[src/rtl/cavlc_bit_accumulator.sv]
// Packs left-aligned, MSB-first variable-length code chunks into a continuous
// bitstream and emits 32-bit big-endian words, with a zero-padded flush at block end.
module cavlc_bit_accumulator (
    input  logic        clk,
    input  logic        rst,
    input  logic        in_valid,
    output logic        in_ready,
    input  logic [63:0] in_code,
    input  logic [6:0]  in_len,
    input  logic        flush_req,
    output logic        out_valid,
    input  logic        out_ready,
    output logic [31:0] out_data,
    output logic        out_last,
    output logic [5:0]  out_nbits,
    output logic        flush_done,
    output logic [23:0] total_bits
);

    typedef enum logic [1:0] {S_RUN, S_FLUSH, S_DONE} state_t;

    state_t      state_reg, state_next;
    logic [95:0] buf_reg, buf_next;
    logic [6:0]  fill_reg, fill_next;
    logic [23:0] total_reg, total_next;

    logic [6:0]  len_c;
    logic [63:0] code_mask;
    logic [63:0] code_masked;
    logic [95:0] chunk_placed;
    logic [6:0]  pop_amt;
    logic [6:0]  append_off;
    logic        accept;
    logic        pop;
    logic [31:0] tail_mask;

    assign len_c = (in_len > 7'd64) ? 7'd64 : in_len;

    // Keep bit gi only if it lies inside the top len_c bits of the chunk.
    genvar gi;
    generate
        for (gi = 0; gi < 64; gi++) begin : g_code_mask
            assign code_mask[gi] = ({1'b0, 7'(gi)} + {1'b0, len_c}) >= 8'd64;
        end
    endgenerate

    assign code_masked = in_code & code_mask;

    // Outputs come only from registered state.
    always_comb begin
        in_ready   = (state_reg == S_RUN) && (fill_reg <= 7'd32);
        out_last   = (state_reg == S_FLUSH) && (fill_reg != 7'd0) && (fill_reg <= 7'd32);
        out_valid  = ((state_reg == S_RUN) && (fill_reg >= 7'd32)) ||
                     ((state_reg == S_FLUSH) && (fill_reg != 7'd0));
        tail_mask  = ~(32'hFFFF_FFFF >> fill_reg[5:0]);
        out_data   = 32'd0;
        out_nbits  = 6'd0;
        if (out_valid) begin
            out_data  = out_last ? (buf_reg[95:64] & tail_mask) : buf_reg[95:64];
            out_nbits = out_last ? fill_reg[5:0] : 6'd32;
        end
        flush_done = (state_reg == S_DONE);
        total_bits = total_reg;
    end

    always_comb begin
        accept       = in_valid && in_ready;
        pop          = out_valid && out_ready;
        pop_amt      = pop ? (out_last ? fill_reg : 7'd32) : 7'd0;
        append_off   = fill_reg - pop_amt;
        chunk_placed = {code_masked, 32'd0} >> append_off;

        state_next = state_reg;
        buf_next   = buf_reg;
        fill_next  = fill_reg;
        total_next = total_reg;

        // Appends land below fill, so the word on out_data is never disturbed.
        if (pop) begin
            buf_next = out_last ? 96'd0 : (buf_reg << 32);
        end
        if (accept) begin
            buf_next   = buf_next | chunk_placed;
            total_next = total_reg + {17'd0, len_c};
        end
        fill_next = fill_reg - pop_amt + (accept ? len_c : 7'd0);

        case (state_reg)
            S_RUN: begin
                if (flush_req) begin
                    state_next = (fill_next == 7'd0) ? S_DONE : S_FLUSH;
                end
            end
            S_FLUSH: begin
                if ((pop && out_last) || (fill_reg == 7'd0)) begin
                    state_next = S_DONE;
                end
            end
            S_DONE: begin
                buf_next   = 96'd0;
                fill_next  = 7'd0;
                total_next = 24'd0;
                state_next = S_RUN;
            end
            default: state_next = S_RUN;
        endcase
    end

    always_ff @(posedge clk) begin
        if (rst) begin
            state_reg <= S_RUN;
            buf_reg   <= 96'd0;
            fill_reg  <= 7'd0;
            total_reg <= 24'd0;
        end else begin
            state_reg <= state_next;
            buf_reg   <= buf_next;
            fill_reg  <= fill_next;
            total_reg <= total_next;
        end
    end

endmodule

[config.mk]
export PLATFORM = sky130hd
export DESIGN_NAME = cavlc_bit_accumulator
export DESIGN_NICKNAME = d
export VERILOG_FILES = /design/src/rtl/cavlc_bit_accumulator.sv
export SDC_FILE = /design/constraint.sdc
export NUM_CORES = 1
export LEC_CHECK = 0
export BUFFER_PORTS_ARGS = -buffer_cell sky130_fd_sc_hd__buf_4
export CELL_PAD_IN_SITES_DETAIL_PLACEMENT = 1
export CELL_PAD_IN_SITES_GLOBAL_PLACEMENT = 1
export CORE_MARGIN = 2
export CORE_UTILIZATION = 44
export DETAILED_ROUTE_END_ITERATION = 10
export HOLD_SLACK_MARGIN = 0.1
export PLACE_DENSITY = 0.79
export SYNTH_ARGS = -nofsm -noshare
export SYNTH_HDL_FRONTEND = slang
export SYNTH_SLANG_ARGS = --single-unit
export TNS_END_PERCENT = 5
[constraint.sdc]
create_clock -name clk -period 8 [get_ports clk]
set_clock_uncertainty 0.1 [all_clocks]
set_input_delay 0.4 -clock clk [delete_from_list [all_inputs] [get_ports clk]]
set_output_delay 0.4 -clock clk [all_outputs]
set_load 0.05 [all_outputs]
==> results.tsv <==
metric	value	unit
clock root cell	clkbuf_16	
area delta synth->final	13.8	%
Hold Vio Cnt, Final	0	
status	finished, final reports clean	
clk_lat worst skew	0.45	ns
Peak VDD IR	0.209	mV
Main synth FF type	dfxtp_1	
slowest CP cell	a221oi_1	
Synth Register Bits	129	
number of global-route vias before repair	14900	
Buffers on Ports	141	
post-synthesis sequential area ratio	0.201	
Slew @ Worst Pin	1.43	ns
drt initial violations	1955	
CP Cell Sequence	or2_1 > or4_4 > and2_1 > or3_2 > clkinv_1 > and3_1 > ha_4 > inv_1 > fa_2 > xnor2_2 > buf_4 > nor2_1 > a221oi_1 > a21oi_1 > mux2_2 > a221oi_1 > nor2_1	
Die X-Extent	175	um
HP Class	in -> reg	
clock-pin slew of the registers on the worst-case setup and hold paths	0.06	ns
max_cap viols	0	
Final Setup Violations	0	
Initial Util	0.447	
DR vias	15100	
DRT antenna net count	0	
post-synth cell types	90	
WP data arrival	6.42	ns
RSZ-0062 raised after global routing	false	
Synth Cell Area	12900	um2
initial antenna violation count	0	
critical path type	reg -> reg	
Max stage delay on crit path	0.79	ns
cell area after placement	14000	um2
filler cell count	3634	
commonest non-fill, non-tap cell in the layout	nand2_1	
Post-synth EDFFs	0	
proportion of layout cells with a drive suffix above 1	0.169	
number of H-tree levels	4	
Remaining DRCs	0	
Nets	1879	
fin area	14600	um2
CTS tree	yes	
WL per Instance	26.9	um
max FFs per register	96	
Max Freq	161	MHz
clock buffer depth	2	
via/cell ratio	6.92	
core area	28800	um2
Total GRT Usage	0.377	
first-pass GRT wire length	90100	um
Final GP Congestion	1.01	
CP endpoint kind	register	
Power Density	432	nW/um2
syn_nets	1847	
grt ovf	0	
Total Routed Length	58700	um
clk sinks	129	
CP Max Fanout	64	
Syn Inst Count	1751	
Synth warnings	0	
io pins	142	
Num CTS Buffers	17	
mean post-synth cell area	7.35	um2
die area	30600	um2
n_diodes	0	
Slew Limit Fails	0	
Relative slew margins	0.0363	
part of the cycle the worst path needs	0.778	
Setup TNS Final	0	ns
Post-DP HPWL	42600	um
asr flop ratio synth	0	
fin crit period	6.22	ns
P_leak	5.90	nW
Die Span Y	175	um
startpoint types	register	
Rows	62	
most frequent cells in the layout	209 x nand2_1, 179 x nor2_1, 169 x buf_4, 129 x dfxtp_1, 123 x a21oi_1	
largest net degree at the start of global routing	90	
Pre-antenna DRT Iters	6	
Worst Path Required	8.20	ns
stage by stage:
step / total power, mW / hold slack, ns / utilization / std cells / worst slack (ns)
4_1_cts: 6.17 / 0.207 / 0.509 / 2180 / 1.99
3_3_place_gp: 5.23 / 0.342 / 0.488 / 2147 / 2.22
6_report: 6.33 / 0.209 / 0.509 / 2180 / 1.78
5_1_grt: 6.59 / 0.226 / 0.509 / 2180 / 1.58
3_5_place_dp: 5.31 / 0.351 / 0.488 / 2147 / 2.07
2_1_floorplan: 3.88 / 0.311 / - / 1751 / 1.81
layer usage:
layer	wire [um]	track usage	vias to the layer above	share of wire
met1	24300	0.510	7427	0.41
met3	5390	0.0633	157	0.092
li1	-	-	6654	-
met2	26200	0.584	852	0.45
met5	0	0	-	0
met4	2820	0.176	0	0.048
cells in the mapped netlist (7+ instances only):
master / number / area [um2]
mux2i_1: 79 / 791
inv_1: 26 / 97.6
buf_1: 20 / 75.1
o211a_1: 9 / 90.1
and2_1: 32 / 200
nor3_1: 22 / 110
a32o_1: 7 / 70.1
ha_1: 17 / 213
nand3_1: 66 / 330
a21oi_1: 123 / 616
o21a_1: 13 / 97.6
a211oi_1: 28 / 210
o221ai_1: 8 / 70.1
a21o_1: 17 / 128
o211ai_1: 21 / 158
o21ai_0: 91 / 455
dfxtp_1: 129 / 2580
xnor2_1: 20 / 175
and3_1: 46 / 288
or3_1: 12 / 75.1
a221o_1: 8 / 80.1
o21ai_1: 13 / 65.1
nor2_1: 179 / 672
xor2_1: 12 / 105
a32oi_1: 9 / 78.8
buf_2: 52 / 260
a31oi_1: 46 / 288
o22ai_1: 44 / 275
nor2b_1: 21 / 131
clkbuf_1: 78 / 293
o31ai_1: 9 / 67.6
nand2_1: 210 / 788
a221oi_1: 33 / 289
nand4_1: 8 / 50.1
a22oi_1: 17 / 128
or2_2: 9 / 56.3
nand2b_1: 11 / 68.8
mux4_2: 30 / 676
mux2_2: 29 / 327
o22a_1: 8 / 70.1
critical path, delay by kind of cell, from the launching register on:
kind                       cells  cell delay (ns)
xor gates and xnor gates       1             0.23
adders and majority gates      2             0.49
muxes                          1             0.32
and+or+nand+nor                7             2.20
AOI/OAI and AO/OA              3             1.34
DFF                            1             0.48
buffers and inverters          3             0.85
logic make-up (layout without fill, tap and decap cells):
| kind of cell | count (synthesis) | count (layout) | synth area share |
|---|---|---|---|
| mux | 138 | 138 | 0.139 |
| xor+xnor | 34 | 34 | 0.0243 |
| fa+ha+maj | 21 | 21 | 0.0220 |
| compound gates | 589 | 589 | 0.313 |
| simple gates | 652 | 652 | 0.238 |
| buf+inv | 188 | 233 | 0.0637 |
| flops | 129 | 129 | 0.201 |
repair_timing:
action                    in CTS  in global routing
resized for setup              0                  0
hold endpoints to repair       1                  0
hold buffers                   1                  0
setup buffers                  0                  0
path summary, 6_finish.rpt:
kind	start	slack, ns	end	depth (start not counted)
hold / removal	flush_req	0.21	state_reg[1]	3
setup / recovery	fill_reg[1]	1.78	buf_reg[33]	17
setup reg to reg	fill_reg[1]	1.78	buf_reg[33]	17
hold reg to reg	buf_reg[26]	0.38	buf_reg[26]	2
where the power goes:
part	internal (mW)	switching [mW]
Sequential	0.842	0.179
Clock	0.481	0.351
Combinational	1.41	3.07
final cells by class:
class / instances / area (um2) / area share
clock buffer: 19 / 453 / 0.0309
clock inverter: 13 / 151 / 0.0103
inverter: 30 / 113 / 0.00769
multi-input combinational: 1434 / 9570 / 0.653
sequential: 129 / 2580 / 0.176
tap: 384 / 480 / 0.0328
timing repair buffer: 171 / 1300 / 0.0887
No activity file was read; power rests on OpenSTA's default activity.
